--- src/rtl/seg_pkg.sv ---
// Shared definitions for the 8-digit seven-segment scan controller.
package seg_pkg;

    localparam int NDIG  = 8;
    localparam int IDX_W = 3;
    localparam int CNT_W = 20;

    localparam logic [NDIG-1:0] AN_OFF = 8'hFF;

    typedef enum logic [1:0] {
        ST_OFF   = 2'd0,
        ST_BLANK = 2'd1,
        ST_SHOW  = 2'd2
    } scan_st_t;

    // Active-low anode pattern selecting a single digit.
    function automatic logic [NDIG-1:0] an_sel(input logic [IDX_W-1:0] idx);
        an_sel = ~(NDIG'(1) << idx);
    endfunction

endpackage

--- src/rtl/decoder.sv ---
// Hex nibble to active-low seven-segment pattern, y = {g,f,e,d,c,b,a}.
module decoder (
    input  logic [3:0] x,
    output logic [6:0] y
);

    // Pure lookup table from nibble to segment pattern.
    always_comb begin
        y = 7'h7F;
        case (x)
            4'h0: y = 7'b1000000;
            4'h1: y = 7'b1111001;
            4'h2: y = 7'b0100100;
            4'h3: y = 7'b0110000;
            4'h4: y = 7'b0011001;
            4'h5: y = 7'b0010010;
            4'h6: y = 7'b0000010;
            4'h7: y = 7'b1111000;
            4'h8: y = 7'b0000000;
            4'h9: y = 7'b0010000;
            4'hA: y = 7'b0001000;
            4'hB: y = 7'b0000011;
            4'hC: y = 7'b1000110;
            4'hD: y = 7'b0100001;
            4'hE: y = 7'b0000110;
            4'hF: y = 7'b0001110;
            default: y = 7'h7F;
        endcase
    end

endmodule

--- src/rtl/scan_prescaler.sv ---
// Digit-slot prescaler: counts 0..DIV-1 and wraps; hold forces the count to 0.
module scan_prescaler
    import seg_pkg::*;
#(
    parameter int DIV = 100000
) (
    input  logic             clk,
    input  logic             rst_n,
    input  logic             hold,
    output logic [CNT_W-1:0] cnt,
    output logic             wrap
);

    localparam logic [CNT_W-1:0] LAST = CNT_W'(DIV - 1);

    // Wrap is only meaningful while counting, never while parked.
    assign wrap = !hold && (cnt == LAST);

    // Free-running slot counter, cleared while held.
    always_ff @(posedge clk or negedge rst_n) begin
        if (!rst_n) begin
            cnt <= '0;
        end else if (hold || (cnt == LAST)) begin
            cnt <= '0;
        end else begin
            cnt <= cnt + 1'b1;
        end
    end

endmodule

--- src/rtl/seg_scan_ctrl.sv ---
// Time-multiplexed 8-digit scan controller with double-buffered digit image.
// New images become visible only at frame boundaries (or when the scanner
// is switched off), so a half-updated frame is never displayed.
module seg_scan_ctrl
    import seg_pkg::*;
#(
    parameter int DIV   = 100000,
    parameter int BLANK = 16
) (
    input  logic             CLK100MHZ,
    input  logic             CPU_RESETN,
    input  logic             EN,
    input  logic             WR_VALID,
    output logic             WR_READY,
    input  logic [IDX_W-1:0] WR_IDX,
    input  logic [3:0]       WR_DATA,
    input  logic             WR_DP,
    input  logic             WR_DEN,
    input  logic             COMMIT,
    output logic             PENDING,
    output logic             FRAME,
    output logic [NDIG-1:0]  AN,
    output logic [6:0]       HEX,
    output logic             DP
);

    localparam logic [CNT_W-1:0] BLANK_LAST = CNT_W'(BLANK - 1);

    scan_st_t               st, st_nx;
    logic [IDX_W-1:0]       idx, idx_nx;
    logic [CNT_W-1:0]       cnt;
    logic                   wrap, hold;

    logic [NDIG-1:0][3:0]   sh_nib, ac_nib, vw_nib;
    logic [NDIG-1:0]        sh_dp, sh_den, ac_dp, ac_den, vw_dp, vw_den;

    logic                   pend;
    logic                   wr_xfer, commit_ok, frame_nx, off_entry, swap;
    logic [NDIG-1:0]        an_nx, an_q;
    logic                   dp_nx, dp_q, frame_q;
    logic [3:0]             nib_nx, nib_q;

    assign wr_xfer   = WR_VALID && !pend;
    assign commit_ok = COMMIT && !pend;
    assign off_entry = !EN && (st != ST_OFF);
    // A swap needs an outstanding commit and a frame start or shutdown.
    assign swap      = pend && (frame_nx || off_entry);
    assign hold      = (st == ST_OFF) || !EN;

    assign WR_READY = !pend;
    assign PENDING  = pend;
    assign FRAME    = frame_q;
    assign AN       = an_q;
    assign DP       = dp_q;

    scan_prescaler #(.DIV(DIV)) u_presc (
        .clk   (CLK100MHZ),
        .rst_n (CPU_RESETN),
        .hold  (hold),
        .cnt   (cnt),
        .wrap  (wrap)
    );

    decoder u_dec (
        .x (nib_q),
        .y (HEX)
    );

    // Scanner state and digit index register.
    always_ff @(posedge CLK100MHZ or negedge CPU_RESETN) begin
        if (!CPU_RESETN) begin
            st  <= ST_OFF;
            idx <= '0;
        end else begin
            st  <= st_nx;
            idx <= idx_nx;
        end
    end

    // Next state, next digit index and frame-start detection.
    always_comb begin
        st_nx    = st;
        idx_nx   = idx;
        frame_nx = 1'b0;
        if (!EN) begin
            st_nx  = ST_OFF;
            idx_nx = '0;
        end else begin
            case (st)
                ST_OFF: begin
                    st_nx    = ST_BLANK;
                    idx_nx   = '0;
                    frame_nx = 1'b1;
                end
                ST_BLANK: begin
                    if (cnt == BLANK_LAST) st_nx = ST_SHOW;
                end
                ST_SHOW: begin
                    if (wrap) begin
                        st_nx    = ST_BLANK;
                        idx_nx   = idx + 1'b1;
                        frame_nx = (idx == IDX_W'(NDIG - 1));
                    end
                end
                default: begin
                    st_nx  = ST_OFF;
                    idx_nx = '0;
                end
            endcase
        end
    end

    // Next output values, taken from the image that is active after this edge.
    always_comb begin
        vw_nib = swap ? sh_nib : ac_nib;
        vw_dp  = swap ? sh_dp  : ac_dp;
        vw_den = swap ? sh_den : ac_den;
        an_nx  = AN_OFF;
        dp_nx  = 1'b1;
        if (st_nx == ST_SHOW) begin
            if (vw_den[idx_nx]) an_nx = an_sel(idx_nx);
            dp_nx = !vw_dp[idx_nx];
        end
        nib_nx = vw_nib[idx_nx];
    end

    // Registered pin drivers and the decoder input nibble.
    always_ff @(posedge CLK100MHZ or negedge CPU_RESETN) begin
        if (!CPU_RESETN) begin
            an_q    <= AN_OFF;
            dp_q    <= 1'b1;
            nib_q   <= 4'h0;
            frame_q <= 1'b0;
        end else begin
            an_q    <= an_nx;
            dp_q    <= dp_nx;
            nib_q   <= nib_nx;
            frame_q <= frame_nx;
        end
    end

    // Commit handshake: set by an accepted commit, cleared by the swap.
    always_ff @(posedge CLK100MHZ or negedge CPU_RESETN) begin
        if (!CPU_RESETN) begin
            pend <= 1'b0;
        end else if (swap) begin
            pend <= 1'b0;
        end else if (commit_ok) begin
            pend <= 1'b1;
        end
    end

    // Shadow image written by the producer while no commit is outstanding.
    always_ff @(posedge CLK100MHZ or negedge CPU_RESETN) begin
        if (!CPU_RESETN) begin
            sh_nib <= '0;
            sh_dp  <= '0;
            sh_den <= '0;
        end else if (wr_xfer) begin
            sh_nib[WR_IDX] <= WR_DATA;
            sh_dp[WR_IDX]  <= WR_DP;
            sh_den[WR_IDX] <= WR_DEN;
        end
    end

    // Active image, replaced wholesale on a swap.
    always_ff @(posedge CLK100MHZ or negedge CPU_RESETN) begin
        if (!CPU_RESETN) begin
            ac_nib <= '0;
            ac_dp  <= '0;
            ac_den <= '0;
        end else if (swap) begin
            ac_nib <= sh_nib;
            ac_dp  <= sh_dp;
            ac_den <= sh_den;
        end
    end

endmodule

--- config.mk ---
export PLATFORM = sky130hd
export DESIGN_NAME = seg_scan_ctrl
export DESIGN_NICKNAME = d
export VERILOG_FILES = /design/src/rtl/seg_pkg.sv /design/src/rtl/decoder.sv /design/src/rtl/scan_prescaler.sv /design/src/rtl/seg_scan_ctrl.sv
export SDC_FILE = /design/constraint.sdc
export NUM_CORES = 1
export LEC_CHECK = 0
export CAP_MARGIN = 20
export CORE_UTILIZATION = 40
export CTS_BUF_LIST = sky130_fd_sc_hd__clkbuf_8 sky130_fd_sc_hd__clkbuf_16
export DETAILED_ROUTE_END_ITERATION = 7
export GPL_TIMING_DRIVEN = 0
export PLACE_DENSITY = 0.61
export SLEW_MARGIN = 10
export SYNTH_ARGS = -nofsm -noshare
export SYNTH_HDL_FRONTEND = slang
export SYNTH_SLANG_ARGS = --single-unit
export TNS_END_PERCENT = 20
--- constraint.sdc ---
create_clock -name CLK100MHZ -period 3.7 [get_ports CLK100MHZ]
set_clock_uncertainty 0.2 [all_clocks]
set_input_delay 0.925 -clock CLK100MHZ [delete_from_list [all_inputs] [get_ports CLK100MHZ]]
set_output_delay 0.925 -clock CLK100MHZ [all_outputs]
set_load 0.01 [all_outputs]
After elaboration in Yosys (flattened, before gate mapping)
Memories as Yosys holds them, arrays and structs flattened.
Cells that the tools add are included.
Widths: inputs -> output; s select.
{ "classes": {"addsub": 2, "n_lt_le_gt_ge": 3, "n_eq_ne": 6, "shift": 1, "mux": 32, "bitwise": 1, "reduce_logical": 16} }
{ "ops": {"columns": ["operator", "count"], "rows": [
  ["$bwmux 32", 1],
  ["$mux 32", 1],
  ["$mux 8", 4],
  ["$add 20x1->20 const B", 1],
  ["$eq 20x17->1 const B", 1],
  ["$eq 20x4->1 const B", 1],
  ["$mux 20", 1],
  ["$bwmux 8", 2],
  ["$bmux 4 s3", 1],
  ["$demux 4 s3", 1],
  ["$lt 3x4->1 const B", 2],
  ["$mux 1", 8],
  ["$mux 4", 2],
  ["$not 8->8", 1],
  ["$shl 1x3->8 const A", 1],
  ["$bmux 1 s3", 2],
  ["$logic_and 1x1->1", 6],
  ["$mux 2", 3],
  ["$mux 3", 2],
  ["$pmux 2 s3", 1],
  ["$pmux 3 s2", 1],
  ["$eq 2x2->1 const B", 2],
  ["$logic_not 1->1", 4],
  ["$reduce_bool 2->1", 2],
  ["8 further kinds", 10]
]} }
{ "totals": {"register_bits": 136, "mem_bits_ro": 112, "in_bits": 14, "wordCells": 90, "memories": 1} }
{ "memory_table": {"columns": ["name", "words", "width", "rd", "rd_clocked_by_memory_dff", "write_ports", "line_no", "source"], "rows": [
  ["(no name shown)", 16, 7, 1, 0, 0, "decoder.sv:10", "case (x)"]
]} }

Longest topological paths before layout
{ "logic_depth": {"word_depth": 14, "mapped_depth": 12, "ltp_nobuf": 9} }

Hierarchy
A second synthesis with hierarchy kept.
{ "unflattened": {"hier_cells": 491, "hier_area_um2": 6202.2} }
{ "modules_own_cells": {"columns": ["mod", "n_inst", "cells_each", "area_each_um2", "seq_area_each_um2"], "rows": [
  ["seg_scan_ctrl", 1, 350, 4893.4, 2914.0],
  ["scan_prescaler", 1, 108, 1034.7, 500.5],
  ["decoder", 1, 33, 274.0, 0.0]
]} }

Worst setup path before layout
Ideal clock, no wire load.
{ "synth_timing": {"kind": "input -> register", "from": "input EN", "to": "register dp_q, in the netlist DP", "setup_ps": 63, "arrival_ps": 2872, "path_slack_ps": 566, "stages": 8, "cell_sequence": "buf_4 -> nand2b_1 -> or4_1 -> mux2_4 -> nand2_4 -> or4bb_1 -> a22oi_2 -> o221a_1"} }
{ "synth_between": {"elab_chain_cells": 14, "word_cells_on_any_way": 22, "cone_classes": "eq/ne (1); mux (13); reduce/logical (8)"} }
{ "synth_rtl": {"columns": ["element", "line_no", "source"], "rows": [
  ["start: declaration", "seg_scan_ctrl.sv:12", "input logic EN,"],
  ["$logic_not 1->1", null, null],
  ["$logic_or 1x1->1", "seg_scan_ctrl.sv:48", "assign hold = (st == ST_OFF) || !EN;"],
  ["$logic_not 1->1", "scan_prescaler.sv:17", "assign wrap = !hold && (cnt == LAST);"],
  ["$logic_and 1x1->1", "scan_prescaler.sv:17", null],
  ["$mux 1", "seg_scan_ctrl.sv:99", "if (wrap) begin"],
  ["$pmux 1 s2", "seg_scan_ctrl.sv:89", "case (st)"],
  ["$mux 1", "seg_scan_ctrl.sv:85", "if (!EN) begin"],
  ["$logic_or 1x1->1", "seg_scan_ctrl.sv:47", "assign swap = pend && (frame_nx || off_entry);"],
  ["$logic_and 1x1->1", "seg_scan_ctrl.sv:47", null],
  ["$mux 8", null, null],
  ["$bmux 1 s3", "seg_scan_ctrl.sv:122", "dp_nx = !vw_dp[idx_nx];"],
  ["$mux 1 (implied by the code)", "seg_scan_ctrl.sv:122", null],
  ["$logic_not 1->1", "seg_scan_ctrl.sv:122", null],
  ["$mux 1 (*)", "seg_scan_ctrl.sv:120", "if (st_nx == ST_SHOW) begin"],
  ["named net dp_nx", "seg_scan_ctrl.sv:40", "logic dp_nx, dp_q, frame_q;"],
  ["end signal: assignment", "seg_scan_ctrl.sv:136", "dp_q <= dp_nx;"],
  ["end: declaration", "seg_scan_ctrl.sv:40", null]
]} }
Mark *: on every way through the listed nets, which the timed path passes. The rest lies on a longest branch. The select of a mux whose other input is x is not followed.
A chain may end at the register's enable or synchronous reset.

Worst setup path in the final report
{ "layout_timing": {"from": "register nib_q[0]", "to": "output HEX[3]"} }
{ "layout_between": {"elab_chain_cells": 1} }
{ "layout_rtl": {"columns": ["element", "line_no", "source"], "rows": [
  ["start: declaration", "seg_scan_ctrl.sv:41", "logic [3:0] nib_nx, nib_q;"],
  ["start signal: assignment", "seg_scan_ctrl.sv:137", "nib_q <= nib_nx;"],
  ["$mem_v2 16x7", null, null],
  ["end: declaration", "seg_scan_ctrl.sv:23", "output logic [6:0] HEX,"]
]} }
Every way passes these cells.

==> results.cfg <==
[timing]
fmax_mhz = 290
rsz0062_at_grt = no
slew_headroom_pct = 29.7
finalCritPeriodShare_pct = 93.1
tightest_slew_ps = 1050
setup_viol = 0
slew_viol_final = 0
hold_viol = 0
fin_crit_ps = 3450
hold_slack_ps = 265

[die]
dieArea_um2 = 16200
die_w_um = 127
dieHeight_um = 127
core_area_um2 = 15300
start_util_pct = 41.1
placementRows = 45
io_pins = 33

[clock_network]
cts-buffers-inserted = 17
cts_setup_buffers = 0
clock_latency_ps = 420
cts_buffer_depth = 2
cts_sinks = 136
holdBufCountCts = 0
clk_pin_slew_ps = 60
ctsResizeCount = 0
cts_root_buffer = clkbuf_16
cts_tree = done
htreeDepth = 4

[synth]
synth_top_area_cell = dfrtp_1
synth_edf_count = 0
synthFlopType = dfrtp_1
synthArstFlopShare_pct = 100
ys_seq_area_share_pct = 54.5
syn_nets = 520
ys.warnings.count = 0
synth_cells = 493
synth_commonest_cells = dfrtp_1 (127), mux2_2 (98), nor2_1 (33), nand2_1 (24), inv_1 (17)
synthTopCellsByArea = dfrtp_1 (51%), mux2_2 (18%), dfstp_2 (3.8%)
yosys.cell_count.top_type = dfrtp_1
synth_seq_cells = 136
yosysUniqueCellTypes = 64
avgSynthCellArea_um2 = 12.7
syn_area_um2 = 6270
netlist.area_leader.share_pct = 50.7

[grt]
grt.overflow.total = 0
antenna_found_initial = 0
grt_first_pass_wirelength_mm = 21.9
grt_pass1_vias = 4145
grt_use_total_pct = 17.9
grt_max_degree = 77

[setup_path]
cp-start-kind = flop
crit_type = flop to output pin
r2r_cells = 10
reg2reg_from = st[0]
crit_path_max_fanout = 5
reg2reg_setup_slack_ps = 370
end_kind = output pin
cp.arrival_ps = 2320
r2r-end = nib_q[2]
worstPathRequired_ps = 2570

[min_path]
hold_depth = 1
worstHoldStart = u_presc.cnt[0]
min_to = u_presc.cnt[0]
hp-class = flop to flop

[routing]
routed_via_density = 5.22
first_iter_violations = 127
totalWireLength_mm = 13.2
routedWlPerCell_um = 17.3
ant_nets = 0
drc = 0
drt-pass1-iter-count = 4
dr_total_vias = 3997

[run]
drv_cap = 0

[layout]
drive_above_1_share_pct = 30.8
final_core_util_pct = 49.5
area_growth_pct = 20.4
antennaDiodeCount = 0
nets = 569

[power_and_ir_drop]
leakagePower_nw = 3.27
total_power_mw = 5.30
p_per_area_nw_per_um2 = 702
max-vdd-ir-drop_mv = 0.390

[run_status]
status = finished, final reports clean

[place]
dp_hpwl_mm = 9.16
io_buffers = 29
finalWeightedCongestion = 0.808
==> metrics by stage <==
step / setup slack, ps / area [um^2] / std cells / setup TNS (ps)
after floorplan: 566 / 6270 / 493 / 0
after global placement: -3680 / 6820 / 733 / -484780
after detailed placement: 186 / 6860 / 734 / 0
after CTS: 229 / 7550 / 766 / 0
after global routing: 185 / 7550 / 766 / 0
final: 254 / 7550 / 766 / 0
==> sequential cells by signal, summed over array words and instances (netlist names) <==
register	count
sh_dp	8
sh_den	8
DP	1
ac_dp	8
FRAME	1
nib_q	4
sh_nib	32
u_presc.cnt	20
st	2
AN	8
ac_den	8
ac_nib	32
PENDING	1
idx	3
==> kinds of logic (layout without fill, tap and decap cells) <==
| group | Yosys count | in the layout | share of synthesized area [%] |
|---|---|---|---|
| mux | 116 | 116 | 20.9 |
| fa+ha+maj | 13 | 13 | 2.60 |
| compound gates | 50 | 50 | 6.21 |
| xor+xnor | 18 | 18 | 2.52 |
| flops | 136 | 136 | 54.5 |
| buf+inv | 36 | 98 | 2.62 |
| simple gates | 124 | 124 | 10.7 |
==> placed cells by master, fill, tap and decap left out, drive strengths merged, types with 3 or more instances in the layout <==
cell,instances
inv,17
a221oi,3
mux2,104
o21ai,9
mux2i,11
xnor2,11
nand2b,3
buf,13
xor2,7
a31oi,3
ha,13
nor3b,3
nand4,11
or2,4
nand2,25
nor2b,5
dfstp,9
a21oi,10
clkbuf,28
nor2,33
bufinv,6
and4,3
nor3,5
a22oi,3
clkinv,5
nand3,12
clkdlybuf4s50,28
dfrtp,127
and3,7
o211ai,3
==> layout make-up <==
cell class	count	area, um^2
buffer	19	100
sequential	136	3410
clock inverter	12	220
fill	1350	7710
clock buffer	20	467
inverter	17	63.8
multi-input combinational	321	2700
tap	211	264
timing repair buffer	30	319
==> worst max path at each step <==
stage                      endpoint       start  slack, ps
after floorplan                  DP          EN        570
after global placement    sh_den[3]  CPU_RESETN      -3680
after detailed placement   nib_q[2]          EN        190
after CTS                    HEX[3]    nib_q[0]        230
after global routing         HEX[3]    nib_q[0]        180
final                        HEX[3]    nib_q[0]        250
==> worst max-delay path, cell delays in order (launching register included) <==
cell             delay (ps)
dfrtp_1                 430
inv_1                   140
ha_1                    320
inv_1                    60
mux4_2                  460
clkdlybuf4s50_1         490
==> routing by layer <==
| metal | track usage, % | wire length, um |
|---|---|---|
| met5 | 0 | 0 |
| met4 | 6.44 | 181 |
| met3 | 4.19 | 386 |
| met2 | 29.6 | 6560 |
| met1 | 22.9 | 6090 |
==> power by group <==
group	switching [mW]	leakage (nW)	internal, mW
Sequential	0.188	1.70	1.96
Combinational	0.537	1.23	0.684
Clock	0.616	0.336	1.32
(Power assumes the default switching activity.)
